`config.mk`:
```
export PLATFORM = sky130hd
export DESIGN_NAME = sram8_bus_target
export DESIGN_NICKNAME = d
export VERILOG_FILES = /design/src/rtl/sram8_bus_target_pkg.sv /design/src/rtl/sram8_bus_target_strobe_lane_select.sv /design/src/rtl/sram8_bus_target.sv
export SDC_FILE = /design/constraint.sdc
export NUM_CORES = 1
export LEC_CHECK = 0
export ABC_AREA = 1
export CAP_MARGIN = 5
export CORE_UTILIZATION = 44
export DETAILED_ROUTE_END_ITERATION = 7
export GPL_ROUTABILITY_DRIVEN = 0
export PLACE_DENSITY = 0.74
export SYNTH_ARGS = -nofsm -noshare
export SYNTH_HDL_FRONTEND = slang
export SYNTH_SLANG_ARGS = --single-unit
export TNS_END_PERCENT = 5
```
`constraint.sdc`:
```
create_clock -name clock -period 2.78 [get_ports clock]
set_input_delay 0.278 -clock clock [delete_from_list [all_inputs] [get_ports clock]]
set_output_delay 0.278 -clock clock [all_outputs]
set_load 0.1 [all_outputs]
```
`src/rtl/sram8_bus_target_pkg.sv`:
```
// -----------------------------------------------------------------------------
// sram8_bus_target_pkg
//   Shared types and constants for the word-bus to 8-bit SRAM bridge:
//   controller state encoding, byte-lane offsets and the all-ones fill
//   patterns returned for lanes that were not read.
// -----------------------------------------------------------------------------
package sram8_bus_target_pkg;

    typedef enum logic [1:0] {
        ST_IDLE   = 2'd0,
        ST_ACCESS = 2'd1,
        ST_HOLD   = 2'd2,
        ST_DONE   = 2'd3
    } t_sram8_state;

    // Byte offset within the word; strobe[3] / data[31:24] is offset 0.
    localparam logic [1:0] LANE_OFFSET_0 = 2'd0;
    localparam logic [1:0] LANE_OFFSET_1 = 2'd1;
    localparam logic [1:0] LANE_OFFSET_2 = 2'd2;
    localparam logic [1:0] LANE_OFFSET_3 = 2'd3;

    localparam logic [7:0]  BYTE_FILL = 8'hff;
    localparam logic [31:0] WORD_FILL = {4{BYTE_FILL}};

endpackage

```
`src/rtl/sram8_bus_target_strobe_lane_select.sv`:
```
// -----------------------------------------------------------------------------
// sram8_bus_target_strobe_lane_select
//   Combinational priority encoder: picks the highest-set pending strobe
//   (lowest byte offset) as the next lane to access.
// Ports
//   pending     in   4   byte-lane strobes still to be serviced
//   wdata       in   32  write word, big-endian lanes
//   lane_offset out  2   byte offset of the selected lane
//   lane_mask   out  4   one-hot mask of the selected lane (strobe order)
//   lane_byte   out  8   write byte of the selected lane (8'hff if none)
// -----------------------------------------------------------------------------
module sram8_bus_target_strobe_lane_select
    import sram8_bus_target_pkg::*;
(
    input  logic [3:0]  pending,
    input  logic [31:0] wdata,
    output logic [1:0]  lane_offset,
    output logic [3:0]  lane_mask,
    output logic [7:0]  lane_byte
);

    // NOTE: every output gets a default before the case so no path leaves
    // it unassigned, which would otherwise infer a latch.
    always_comb begin
        lane_offset = LANE_OFFSET_0;
        lane_mask   = 4'b0000;
        lane_byte   = BYTE_FILL;
        casez (pending)
            4'b1???: begin lane_offset = LANE_OFFSET_0; lane_mask = 4'b1000; lane_byte = wdata[31:24]; end
            4'b01??: begin lane_offset = LANE_OFFSET_1; lane_mask = 4'b0100; lane_byte = wdata[23:16]; end
            4'b001?: begin lane_offset = LANE_OFFSET_2; lane_mask = 4'b0010; lane_byte = wdata[15:8];  end
            4'b0001: begin lane_offset = LANE_OFFSET_3; lane_mask = 4'b0001; lane_byte = wdata[7:0];   end
            default: ;
        endcase
    end

endmodule

```
`src/rtl/sram8_bus_target.sv`:
```
// -----------------------------------------------------------------------------
// sram8_bus_target
//   Responder end of the CPU word bus. Each strobed byte lane of a request
//   becomes one access on an 8-bit asynchronous SRAM; the read word is
//   assembled lane by lane and a one-cycle ready (plus error) is returned.
//
// Parameters
//   ADDR_WIDTH   SRAM byte-address width; higher bus address bits alias
//   WAIT_STATES  extra cycles each SRAM strobe is held beyond the first (0..15)
//
// Ports
//   clock, reset               system clock; asynchronous active-high reset
//   target_address[29:0]       word address (byte address bits [31:2])
//   target_data_in[31:0]       write data, strobe[3] = [31:24] = offset 0
//   target_data_strobes[3:0]   byte-lane enables
//   target_read/target_write   request, held by initiator until ready
//   target_data_out[31:0]      read word while ready; unread lanes 8'hff
//   target_ready/target_error  one-cycle completion / illegal-request pulse
//   sram_address, sram_data_out, sram_data_in, sram_data_oe,
//   sram_ce_n, sram_oe_n, sram_we_n   external SRAM pins
//
// Configuration
//   SRAM8_FAST_READ_EN  when defined, read lanes follow each other directly
//                       (ACCESS -> ACCESS, oe_n stays low); HOLD only after
//                       the final read lane. Writes always use HOLD.
// -----------------------------------------------------------------------------
module sram8_bus_target
    import sram8_bus_target_pkg::*;
#(
    parameter int ADDR_WIDTH  = 16,
    parameter int WAIT_STATES = 1
) (
    input  logic                  clock,
    input  logic                  reset,
    input  logic [29:0]           target_address,
    input  logic [31:0]           target_data_in,
    input  logic [3:0]            target_data_strobes,
    input  logic                  target_read,
    input  logic                  target_write,
    output logic [31:0]           target_data_out,
    output logic                  target_ready,
    output logic                  target_error,
    output logic [ADDR_WIDTH-1:0] sram_address,
    output logic [7:0]            sram_data_out,
    input  logic [7:0]            sram_data_in,
    output logic                  sram_data_oe,
    output logic                  sram_ce_n,
    output logic                  sram_oe_n,
    output logic                  sram_we_n
);

    localparam int         ROW_W     = ADDR_WIDTH - 2;
    localparam logic [3:0] WAIT_LAST = 4'(WAIT_STATES);

    t_sram8_state state_q, state_d;
    logic [ROW_W-1:0] addr_q, addr_d;
    logic [3:0]       pending_q, pending_d;
    logic [31:0]      wdata_q, wdata_d;
    logic [31:0]      rdata_q, rdata_d;
    logic             is_write_q, is_write_d;
    logic             error_q, error_d;
    logic [1:0]       lane_q, lane_d;
    logic [3:0]       lane_mask_q, lane_mask_d;
    logic [7:0]       wbyte_q, wbyte_d;
    logic [3:0]       wait_q, wait_d;

    logic [1:0]       sel_offset;
    logic [3:0]       sel_mask;
    logic [7:0]       sel_byte;

    // Bus address bits above the SRAM window are deliberately ignored.
    logic unused_addr_hi;
    assign unused_addr_hi = ^target_address[29:ROW_W];

    logic req_any, start_access, access_last;
    assign req_any      = target_read | target_write;
    assign start_access = (state_q == ST_IDLE) && (target_read ^ target_write)
                          && (target_data_strobes != 4'b0000);
    assign access_last  = (state_q == ST_ACCESS) && (wait_q == WAIT_LAST);

    // Next pending set and write word feed the lane encoder, so the lane
    // to load on entering ACCESS is always the one still outstanding.
    always_comb begin
        pending_d = pending_q;
        wdata_d   = wdata_q;
        if (state_q == ST_IDLE && req_any) begin
            pending_d = target_data_strobes;
            wdata_d   = target_data_in;
        end else if (access_last) begin
            pending_d = pending_q & ~lane_mask_q;
        end
    end

    sram8_bus_target_strobe_lane_select u_lane_select (
        .pending     (pending_d),
        .wdata       (wdata_d),
        .lane_offset (sel_offset),
        .lane_mask   (sel_mask),
        .lane_byte   (sel_byte)
    );

    // Next-state and datapath update.
    always_comb begin
        state_d     = state_q;
        addr_d      = addr_q;
        rdata_d     = rdata_q;
        is_write_d  = is_write_q;
        error_d     = error_q;
        lane_d      = lane_q;
        lane_mask_d = lane_mask_q;
        wbyte_d     = wbyte_q;
        wait_d      = wait_q;
        case (state_q)
            ST_IDLE: begin
                if (req_any) begin
                    addr_d     = target_address[ROW_W-1:0];
                    is_write_d = target_write;
                    error_d    = target_read & target_write;
                    rdata_d    = WORD_FILL;
                    if (start_access) begin
                        state_d     = ST_ACCESS;
                        lane_d      = sel_offset;
                        lane_mask_d = sel_mask;
                        wbyte_d     = sel_byte;
                        wait_d      = 4'd0;
                    end else begin
                        // Illegal or empty request: complete without SRAM activity.
                        state_d = ST_DONE;
                    end
                end
            end
            ST_ACCESS: begin
                if (!access_last) begin
                    wait_d = wait_q + 4'd1;
                end else begin
                    if (!is_write_q) begin
                        for (int i = 0; i < 4; i++) begin
                            if (lane_mask_q[i]) rdata_d[8*i +: 8] = sram_data_in;
                        end
                    end
                    state_d = ST_HOLD;
`ifdef SRAM8_FAST_READ_EN
                    if (!is_write_q && pending_d != 4'b0000) begin
                        state_d     = ST_ACCESS;
                        lane_d      = sel_offset;
                        lane_mask_d = sel_mask;
                        wbyte_d     = sel_byte;
                        wait_d      = 4'd0;
                    end
`endif
                end
            end
            ST_HOLD: begin
                if (pending_q != 4'b0000) begin
                    state_d     = ST_ACCESS;
                    lane_d      = sel_offset;
                    lane_mask_d = sel_mask;
                    wbyte_d     = sel_byte;
                    wait_d      = 4'd0;
                end else begin
                    state_d = ST_DONE;
                end
            end
            ST_DONE: state_d = ST_IDLE;
            default: state_d = ST_IDLE;
        endcase
    end

    // NOTE: state registers use non-blocking assignments so every flop
    // samples its _d value from before this clock edge.
    always_ff @(posedge clock or posedge reset) begin
        if (reset) begin
            state_q     <= ST_IDLE;
            addr_q      <= '0;
            pending_q   <= 4'b0000;
            wdata_q     <= WORD_FILL;
            rdata_q     <= WORD_FILL;
            is_write_q  <= 1'b0;
            error_q     <= 1'b0;
            lane_q      <= LANE_OFFSET_0;
            lane_mask_q <= 4'b0000;
            wbyte_q     <= BYTE_FILL;
            wait_q      <= 4'd0;
        end else begin
            state_q     <= state_d;
            addr_q      <= addr_d;
            pending_q   <= pending_d;
            wdata_q     <= wdata_d;
            rdata_q     <= rdata_d;
            is_write_q  <= is_write_d;
            error_q     <= error_d;
            lane_q      <= lane_d;
            lane_mask_q <= lane_mask_d;
            wbyte_q     <= wbyte_d;
            wait_q      <= wait_d;
        end
    end

    assign sram_address = {addr_q, lane_q};

    // Outputs decoded from state; write data and its driver stay on through
    // HOLD so the SRAM sees hold time after we_n rises.
    always_comb begin
        target_ready    = 1'b0;
        target_error    = 1'b0;
        target_data_out = WORD_FILL;
        sram_ce_n       = 1'b1;
        sram_oe_n       = 1'b1;
        sram_we_n       = 1'b1;
        sram_data_oe    = 1'b0;
        sram_data_out   = BYTE_FILL;
        case (state_q)
            ST_ACCESS: begin
                sram_ce_n = 1'b0;
                if (is_write_q) begin
                    sram_we_n     = 1'b0;
                    sram_data_oe  = 1'b1;
                    sram_data_out = wbyte_q;
                end else begin
                    sram_oe_n = 1'b0;
                end
            end
            ST_HOLD: begin
                if (is_write_q) begin
                    sram_data_oe  = 1'b1;
                    sram_data_out = wbyte_q;
                end
            end
            ST_DONE: begin
                target_ready    = 1'b1;
                target_error    = error_q;
                target_data_out = rdata_q;
            end
            default: ;
        endcase
    end

endmodule
```
==> key figures, run 1 <==
Critical path
  • CP max FO: 19
  • Req. time, crit path: 3060 ps
  • Worst R2R Path Depth: 12
  • WS Path Type: flop to flop
  • Critical path arrival: about 2600 ps
  • Reg2reg start: state_q[0]
  • Critical Path Start Type: flop
  • R2r setup slk: 420 ps
  • Worst Setup End Kind: flop
  • Critical path startpoint: state_q[0]
  • R2r endpoint: wbyte_q[3]

Timing
  • Final period util: 85.0%
  • Max-slew headroom: 55.7%
  • Hold Vio Cnt, Final: 0
  • Slew @ Worst Pin: 662 ps
  • RSZ-0062 raised after global routing: no
  • Setup violators final: 0
  • Post-layout min period: approximately 2400 ps
  • Final Hold Slack: 382 ps
  • Max Freq: 423 MHz
  • Final slew viol count: 0
  • Setup TNS: 0 ps
  • Setup WS post-layout: 417 ps
  • Clock Skew: roughly 9.7 ps

Clocking
  • Worst-skew pair later-pin latency: 340 ps
  • Clock Path Buffers: 2
  • # clock sinks: 104
  • H-Tree Level Count: 3
  • Root buf cell: clkbuf_16
  • Num CTS Buffers: 9
  • Reg clk slew, reported paths: 70 ps
  • Hold Buf Count CTS: 0
  • CTS tree: built
  • Number of setup buffers added after CTS: 0
  • CTS resizes: 0

Floorplanning
  • Core ar.: 11000 µm²
  • Die height: 109 µm
  • Initial Util: 45.6%
  • Die ar.: 11800 µm²
  • Die X: 109 µm
  • # IOs: 140
  • # rows: 38

Global routing
  • Antenna violations before repair: 0
  • Largest net degree at the start of global routing: 49
  • Number of global-route vias before repair: 4183
  • First-pass GRT wire length: 19.0 mm
  • Global Route Usage Sum: 20.4%
  • GRT Residual Overflow: 0

Job
  • Max Cap Viol: 0

Yosys
  • Synth async-reset ratio: 100%
  • Synth Flop Type: dfstp_2
  • Syn_area_per_cell: a little over 8 µm²
  • Register area share after synthesis: 53.8%
  • Seq cells post-synth: between 100 and 150
  • Yosys cell types: 30
  • Post-synthesis cell area: 5000 µm²
  • Synth warnings: 0
  • Mapped Cells: 622
  • Post-synth EDFFs: 0
  • Synthesized Nets: about 700

Run status
  • Outcome: finished clean

Final layout
  • Ant diodes: 0
  • Layout area overhead: 30.3%
  • Nets: 826
  • Post-Layout Cell Count: 884
  • Multi-input logic area: just under 2000 µm²
  • FF/Latch Area: about 2700 µm²
  • Share of cells above drive strength 1: 25.5%
  • Fillers: 992

Placement
  • Port Buffer Count: between 100 and 150
  • Pre-CTS setup slack: 273 ps
  • Detailed placer's ending HPWL: 8.37 mm
  • Placed cells: 868

Routing
  • Pre-antenna DRT Iters: 4
  • Antenna viol nets, final: 0
  • Drt drc: 0
  • First DRT Iteration DRCs: 168
  • Detailed Route WL: 11.4 mm
  • Via count: 4290
  • Routed length per instance: approximately 13 µm
  • Vias per inst: 4.85

Min path
  • Hold Crit Class: primary input to asynchronous set/reset pin
sequential cells by signal, summed over array words and instances (netlist names), 4 cells and up:
signal       cells
addr_q          14
lane_mask_q      4
pending_q        4
rdata_q         32
wait_q           4
wbyte_q          8
wdata_q         32
critical path, stage by stage, from the launching register on:
cell and delay (ps):
dfrtp_1 400, inv_1 130, ha_1 380, inv_2 80, nor2_4 160, nor2_1 60, nand2_1 80, nand2_2 190
nor2_8 300, nand3_2 160, nand2_1 180, nor2_1 80, nor2_1 90
placed cells by master (no fill, tap or decap):
cell and n:
xor2_1 1, nor2_4 2, o21ai_1 37, nand2_1 247
or2_4 1, clkinv_1 1, a21oi_1 3, inv_1 60
inv_8 1, nand3_1 45, xnor2_1 1, o221ai_1 1
ha_1 9, dfrtp_1 32, buf_4 68, nor2_2 1
inv_6 3, clkdlybuf4s50_1 61, clkinvlp_4 2, nand3_2 2
clkinv_4 2, buf_12 3, or2_2 9, nor2_1 42
clkbuf_16 9, a21oi_2 2, o21ai_0 10, a21boi_2 1
nand2_2 7, nor3_1 1, inv_2 4, nor2_8 1
o31ai_1 3, dfstp_2 72
logic make-up (layout without fill, tap and decap cells):
family,count (synthesis),in the layout,share of synthesized area [%]
buf+inv,92,214,7.57
flops,104,104,53.8
fa+ha+maj,9,9,2.25
compound gates,57,57,6.20
simple gates,358,358,29.8
xor+xnor,2,2,0.350
per-stage QoR:
step | utilization, % | area, µm²
after global routing | 59.4 | 6520
final | 59.4 | 6520
after detailed placement | 56.8 | 6230
after global placement | 56.8 | 6230
after floorplan | - | 5010
after CTS | 59.4 | 6520
how the worst max path moves through the flow:
stage                               end  cells after the start
global placement             wbyte_q[2]                     12
finish                       wbyte_q[3]                     12
detailed placement           wbyte_q[3]                     12
global route                 wbyte_q[2]                     12
CTS                          wbyte_q[3]                     12
floorplan           target_data_out[10]                      4
layer usage:
layer / vias to the layer above / part of all wire [%] / global-route usage [%]
met3: 13 / 5.9 / 3.47
met5: - / 0 / 0
met4: 0 / 1.0 / 5.89
li1: 2155 / - / -
met1: 1995 / 46 / 26.1
met2: 127 / 47 / 35.6
synth_stat cells (2+ instances only):
library cell | count | share of area [%]
o21ai_0 | 10 | 1.0
dfrtp_1 | 32 | 16
a21oi_1 | 3 | 0.30
o31ai_1 | 3 | 0.45
nand3_1 | 45 | 4.5
nand3_2 | 2 | 0.40
o21ai_1 | 37 | 3.7
clkbuf_1 | 10 | 0.75
buf_4 | 3 | 0.45
ha_1 | 9 | 2.3
nor2_1 | 42 | 3.1
dfstp_2 | 72 | 38
a21oi_2 | 2 | 0.35
buf_2 | 12 | 1.2
nand2_2 | 7 | 0.87
inv_2 | 4 | 0.30
or2_2 | 9 | 1.1
inv_1 | 61 | 4.6
nor2_4 | 2 | 0.45
nand2_1 | 247 | 19
cell type report:
cell class	instances	area share, %
Clock buffer	9	3.45
Clock inverter	7	0.959
Inverter	66	3.86
Multi-Input combinational cell	426	29.6
Sequential cell	104	41.3
Tap cell	140	2.69
Timing Repair Buffer	132	18.1
Power of run 1 is not shown: default switching activity piles up to over one toggle a cycle in this logic, so the estimate is an artifact.
==> run 2: changes to the inputs <==
--- a/config.mk
+++ b/config.mk
@@ -6,12 +6,13 @@
 export NUM_CORES = 1
 export LEC_CHECK = 0
 export ABC_AREA = 1
-export CAP_MARGIN = 5
 export CORE_UTILIZATION = 44
+export CTS_CLUSTER_DIAMETER = 100
 export DETAILED_ROUTE_END_ITERATION = 7
 export GPL_ROUTABILITY_DRIVEN = 0
 export PLACE_DENSITY = 0.74
 export SYNTH_ARGS = -nofsm -noshare
 export SYNTH_HDL_FRONTEND = slang
+export SYNTH_HIERARCHICAL = 1
 export SYNTH_SLANG_ARGS = --single-unit
 export TNS_END_PERCENT = 5
==> key figures, run 2 <==
Global routing
  • Met3 global-route usage: 4.61%
  • Most used routing layer: met2
  • GR Util met1: 24.7%
  • Number of global-route vias before repair: about 4200
  • First-pass GRT wire length: about 20 mm
  • M2 GR Usage: 35.1%
  • Antenna violations before repair: 0
  • Global Route Usage Sum: about a fifth
  • Largest net degree at the start of global routing: 58
  • GRT Residual Overflow: 0

Yosys
  • Xor and xnor area share after synthesis: 0.169%
  • Dominant cell type by area after synthesis: dfstp_2
  • Post-synth EDFFs: 0
  • Post-Synth Simple-Gate Area: roughly 28%
  • Top-area cell type share of the netlist area: 36.4%
  • Synth Flop Type: dfstp_2
  • Yosys cell types: 27
  • Post-synthesis cell area: 5190 µm²
  • Largest family of logic cells by synthesized area: simple AND/OR/NAND/NOR gates
  • Synth warnings: 6
  • Top-count cell post-synth: nand2_1
  • Synth Area in Compound Gates: 2.26%
  • Top cells by count, synth: nand2_1 (142), nand3_1 (83), dfstp_2 (72)
  • Mux contribution to synthesized area: 10.2%
  • Synth async-reset ratio: 100%
  • Seq cells post-synth: ~100
  • Mapped Cells: 540
  • Main area contributors after synthesis: dfstp_2 (36%), dfrtp_1 (15%), nand2_1 (10%)
  • Synth Area in Adders: 2.17%
  • Register area share after synthesis: 51.8%
  • Syn_area_per_cell: a little under 10 µm²
  • Synthesized Nets: 627

Final layout
  • Share of cells above drive strength 1: 40.7%
  • Nets: 750
  • Most frequent cells in the layout: nand2_1 (141), nand3_1 (83), buf_4 (73)
  • Layout area overhead: 29.5%
  • Ant diodes: 0
  • Biggest regs: rdata_q: 32 flops, wdata_q: 32 flops, addr_q: 14 flops
  • Commonest non-fill, non-tap cell in the layout: nand2_1

Timing
  • Final slew viol count: 0
  • Max-slew headroom: 41.5%
  • Setup TNS: 0 ps
  • Slew @ Worst Pin: roughly 870 ps
  • Clock Skew: 8.53 ps
  • Hold Vio Cnt, Final: 0
  • Post-layout min period: approximately 2500 ps
  • RSZ-0062 raised after global routing: no
  • Final period util: 90.2%
  • Setup violators final: 0
  • Max Freq: around 400 MHz

Floorplanning
  • Die ar.: 12200 µm²
  • Die height: 111 µm
  • Core ar.: 11500 µm²
  • Die X: between 100 and 150 µm
  • # IOs: 140
  • # rows: 39
  • Initial Util: 45.3%

Routing
  • Drt drc: 0
  • Routed length per instance: 14.4 µm
  • Pre-antenna DRT Iters: 4
  • Via count: 4086
  • Vias per inst: 5.04
  • Detailed Route WL: 11.7 mm
  • Antenna viol nets, final: 0
  • First DRT Iteration DRCs: a little over 200

Critical path
  • Crit path buffers/inverters: 4
  • Req. time, crit path: 2500 ps
  • WS Path Type: flop to output pin
  • CP delay by family, top: buffers and inverters
  • Slowest CP cell: or2_0
  • Worst Setup End Kind: output pin
  • Critical path arrival: 2230 ps
  • Critical Path Start Type: flop
  • CP max FO: 14
  • Max incr delay on CP: approximately 620 ps
  • Crit path cell chain: inv_1 -> ha_1 -> buf_4 -> inv_2 -> or2_0 -> buf_12

Clocking
  • Worst-skew pair later-pin latency: between 300 and 400 ps
  • Reg clk slew, reported paths: 70 ps
  • CTS tree: built
  • Number of setup buffers added after CTS: 0
  • Hold Buf Count CTS: 0
  • H-Tree Level Count: 3
  • CTS resizes: 0
  • # clock sinks: 104
  • Root buf cell: clkbuf_16
  • Num CTS Buffers: 9
  • Clock Path Buffers: 2

Placement
  • Detailed placer's ending HPWL: 8.76 mm
  • Port Buffer Count: ~120

Job
  • Max Cap Viol: 0

Min path
  • Hold Crit Class: primary input to asynchronous set/reset pin

Run status
  • Outcome: finished clean
[run 2: cell types whose count changed after synthesis, moves of 6 or more]
cell	before	now
nand4_1	0	8
mux2_2	0	47
o21ai_1	37	0
nand3_1	45	83
nor2_1	42	18
inv_1	61	29
or2_2	9	48
nand2_2	7	1
nand2_1	247	142
[run 2: worst paths after layout]
check | from | to | slack [ps] | depth (start not counted)
max | state_q[1] | sram_oe_n | 270 | 6
min | reset | addr_q[13] | 360 | 2
max reg2reg | state_q[0] | wbyte_q[4] | 320 | 10
min reg2reg | rdata_q[25] | rdata_q[25] | 460 | 2
max in group asynchronous | reset | wdata_q[6] | 1700 | 3
min in group clock | rdata_q[25] | rdata_q[25] | 460 | 2
[run 2: per-layer routing]
layer	vias up	part of all wire, %
met5	-	0
met4	0	0.87
met3	7	5.7
met2	123	51
met1	1964	42
li1	1992	-
[run 2: worst reg2reg max path, cell delays in order (launching register included)]
cell     delay (ps)
dfrtp_1         380
inv_1           100
ha_1            330
nand2_2         180
nand2_1          60
o21ai_0         690
buf_4           290
nand3_1         100
nand4_1         110
nand3_1          90
nand2_1          80
[run 2: area by class of cell]
class	instances	area (µm²)
clock inverters	2	15.0
clock buffers	14	264
repair buffers	136	1200
flip-flops and latches	104	2690
multi-input cells	379	2250
inverters	33	128
well taps	143	179
fillers	1024	4740
[run 2: logic make-up after synthesis]
group	count (synthesis)
AOI/OAI and AO/OA	14
buffers and inverters	57
muxes	47
DFF	104
adders and majority gates	9
and+or+nand+nor	308
xor gates and xnor gates	1
[run 2: through the flow]
step | std cells | setup slack, ps | util, % | hold WS [ps] | area (µm²)
global placement | 795 | 163 | 56.2 | 449 | 6440
floorplan | 540 | 409 | - | 428 | 5200
detailed placement | 795 | 90.0 | 56.2 | 451 | 6440
global route | 811 | 30.6 | 58.6 | 417 | 6720
CTS | 811 | 241 | 58.6 | 376 | 6720
finish | 811 | 272 | 58.6 | 364 | 6720
Power of run 2 is left out for the same reason.
==> run 3: changes to the inputs <==
--- a/config.mk
+++ b/config.mk
@@ -5,7 +5,6 @@
 export SDC_FILE = /design/constraint.sdc
 export NUM_CORES = 1
 export LEC_CHECK = 0
-export ABC_AREA = 1
 export CORE_UTILIZATION = 44
 export CTS_CLUSTER_DIAMETER = 100
 export DETAILED_ROUTE_END_ITERATION = 7
==> key figures, run 3 <==
Clocking
  • Number of setup buffers added after CTS: 0
  • Worst-skew pair later-pin latency: 340 ps
  • H-Tree Level Count: 3
  • CTS tree: built
  • Reg clk slew, reported paths: 70 ps
  • Hold Buf Count CTS: 0
  • Num CTS Buffers: 9
  • Clock Path Buffers: 2
  • CTS resizes: 0
  • Root buf cell: clkbuf_16
  • # clock sinks: 104

Floorplanning
  • # rows: 38
  • Die X: 109 µm
  • Core ar.: about 11000 µm²
  • Die height: 109 µm
  • Initial Util: 45.8%
  • Die ar.: 11900 µm²
  • # IOs: 140

Timing
  • Slew @ Worst Pin: around 680 ps
  • RSZ-0062 raised after global routing: no
  • Setup WS post-layout: 375 ps
  • Final slew viol count: 0
  • Setup TNS: 0 ps
  • Max Freq: between 400 and 500 MHz
  • Max-slew headroom: 54.8%
  • Setup violators final: 0
  • Clock Skew: roughly 9.5 ps
  • Final Hold Slack: 434 ps
  • Final period util: 86.5%
  • Hold Vio Cnt, Final: 0
  • Post-layout min period: 2410 ps

Final layout
  • Most frequent cells in the layout: nand2_1 (159), buf_4 (72), dfstp_2 (72)
  • Share of cells above drive strength 1: 32.4%
  • Post-Layout Cell Count: approximately 800
  • Layout area overhead: 30.7%
  • Finished Cell Area: approximately 6600 µm²
  • Fin util: 59.8%
  • Ant diodes: 0
  • Biggest regs: rdata_q: 32 flops, wdata_q: 32 flops, addr_q: 14 flops
  • Commonest non-fill, non-tap cell in the layout: nand2_1
  • Nets: 731

Yosys
  • Mapped Cells: 525
  • Top-area cell type share of the netlist area: 37.5%
  • Yosys cell types: 39
  • Synth warnings: 6
  • Seq cells post-synth: 104
  • Synthesized Nets: 612
  • Post-synthesis cell area: about 5100 µm²
  • Post-synth EDFFs: 0
  • Dominant cell type by area after synthesis: dfstp_2
  • Syn_area_per_cell: around 9.6 µm²
  • Top-count cell post-synth: nand2_1
  • Synth async-reset ratio: 100%
  • Top cells by count, synth: nand2_1 (159), dfstp_2 (72), nor2_1 (47)
  • Synth Flop Type: dfstp_2
  • Register area share after synthesis: 53.3%
  • Main area contributors after synthesis: dfstp_2 (37%), dfrtp_1 (16%), nand2_1 (12%)

Global routing
  • Global Route Usage Sum: a little over 20%
  • GRT Residual Overflow: 0
  • Largest net degree at the start of global routing: between 100 and 150
  • Antenna violations before repair: 0
  • First-pass GRT wire length: 19.0 mm
  • Number of global-route vias before repair: between 3000 and 4000

Placement
  • Detailed placer's ending HPWL: 8.57 mm
  • Placed inst area: 6290 µm²
  • Pre-CTS setup slack: 158 ps
  • Port Buffer Count: 123
  • Placed cells: 773

Critical path
  • Critical Path Start Type: flop
  • Critical path arrival: 2690 ps
  • Req. time, crit path: 3060 ps
  • WS Path Type: flop to flop
  • Max incr delay on CP: about 410 ps
  • Slowest CP cell: nor2_1
  • Worst R2R Path Depth: 11
  • Worst Setup End Kind: flop
  • CP delay by family, top: simple AND/OR/NAND/NOR gates
  • Crit path cell chain: inv_1 -> ha_1 -> nor2b_4 -> buf_4 -> nand2_1 -> nand2_1 -> buf_4 -> nor2_1 -> o21ai_0 -> a21oi_1 -> mux2_2
  • Crit path buffers/inverters: 3
  • CP max FO: 16
  • Worst path depth: 11

Routing
  • Via count: ~4000
  • Pre-antenna DRT Iters: 4
  • Antenna viol nets, final: 0
  • Routed length per instance: about 15 µm
  • First DRT Iteration DRCs: 184
  • Detailed Route WL: 11.8 mm
  • Vias per inst: 5.04
  • Drt drc: 0

Run status
  • Outcome: finished clean

Min path
  • Hold Crit Class: primary input to asynchronous set/reset pin

Power and ir drop
  • Power Total: about 9.5 mW
  • Pwr/cell area: ~1400 nW/µm²
  • Leak: ~2.9 nW
  • VDD IR max: 0.927 mV

Job
  • Max Cap Viol: 0
-- run 3: changes by cell type in the layout (fill, tap and decap cells not counted), sizes merged, moves of 4 or more --
cell / previous run / this run
nand3: 84 / 6
a21oi: 0 / 42
or2: 49 / 9
nand2b: 0 / 36
mux2: 47 / 16
nor2: 20 / 47
inv: 30 / 12
a221oi: 0 / 12
nand2: 147 / 159
nor2b: 0 / 11
nand4: 8 / 1
nand3b: 0 / 4
-- run 3: layout make-up --
| class | instances | area [µm²] |
|---|---|---|
| Sequential cell | 104 | 2690 |
| Tap cell | 140 | 175 |
| Clock buffer | 11 | 243 |
| Multi-Input combinational cell | 381 | 2150 |
| Timing Repair Buffer | 137 | 1230 |
| Inverter | 11 | 45.0 |
| Clock inverter | 5 | 63.8 |
| Fill cell | 948 | 4430 |
-- run 3: worst paths after layout --
check | startpoint | endpoint | slack (ps)
max in group asynchronous | reset | wdata_q[31] | 1920
max reg2reg | state_q[0] | wbyte_q[7] | 370
max | state_q[0] | wbyte_q[7] | 370
min in group clock | target_data_in[28] | wdata_q[28] | 460
min reg2reg | wdata_q[3] | wdata_q[3] | 470
min | reset | addr_q[5] | 430
-- run 3: tightest hold or removal path, stage by stage --
cell and delay [ps]:
clkdlybuf4s50_1 440, clkinvlp_4 100, buf_12 400
-- run 3: power by group --
group | switching [mW] | internal [mW] | total [mW] | leakage (nW)
combinational | 3.80 | 1.62 | 5.43 | 1.59
sequential | 0.302 | 2.49 | 2.79 | 1.16
clock | 0.562 | 0.733 | 1.30 | 0.152
total | 4.67 | 4.84 | 9.51 | 2.91
-- run 3: cells by family after synthesis --
family	after synthesis	share of synthesized area [%]
AOI/OAI and AO/OA	71	10.9
and+or+nand+nor	284	25.3
muxes	17	3.99
buffers and inverters	40	4.31
adders and majority gates	9	2.23
DFF	104	53.3
-- run 3: routing by layer --
metal	share of wire [%]	vias to the layer above	global-route usage, %
li1	-	1938	-
met1	45	1935	27.9
met2	49	100	35.0
met3	4.6	6	3.59
met4	0.55	0	4.44
met5	0	-	0
Power figures use the tool's default switching activity.
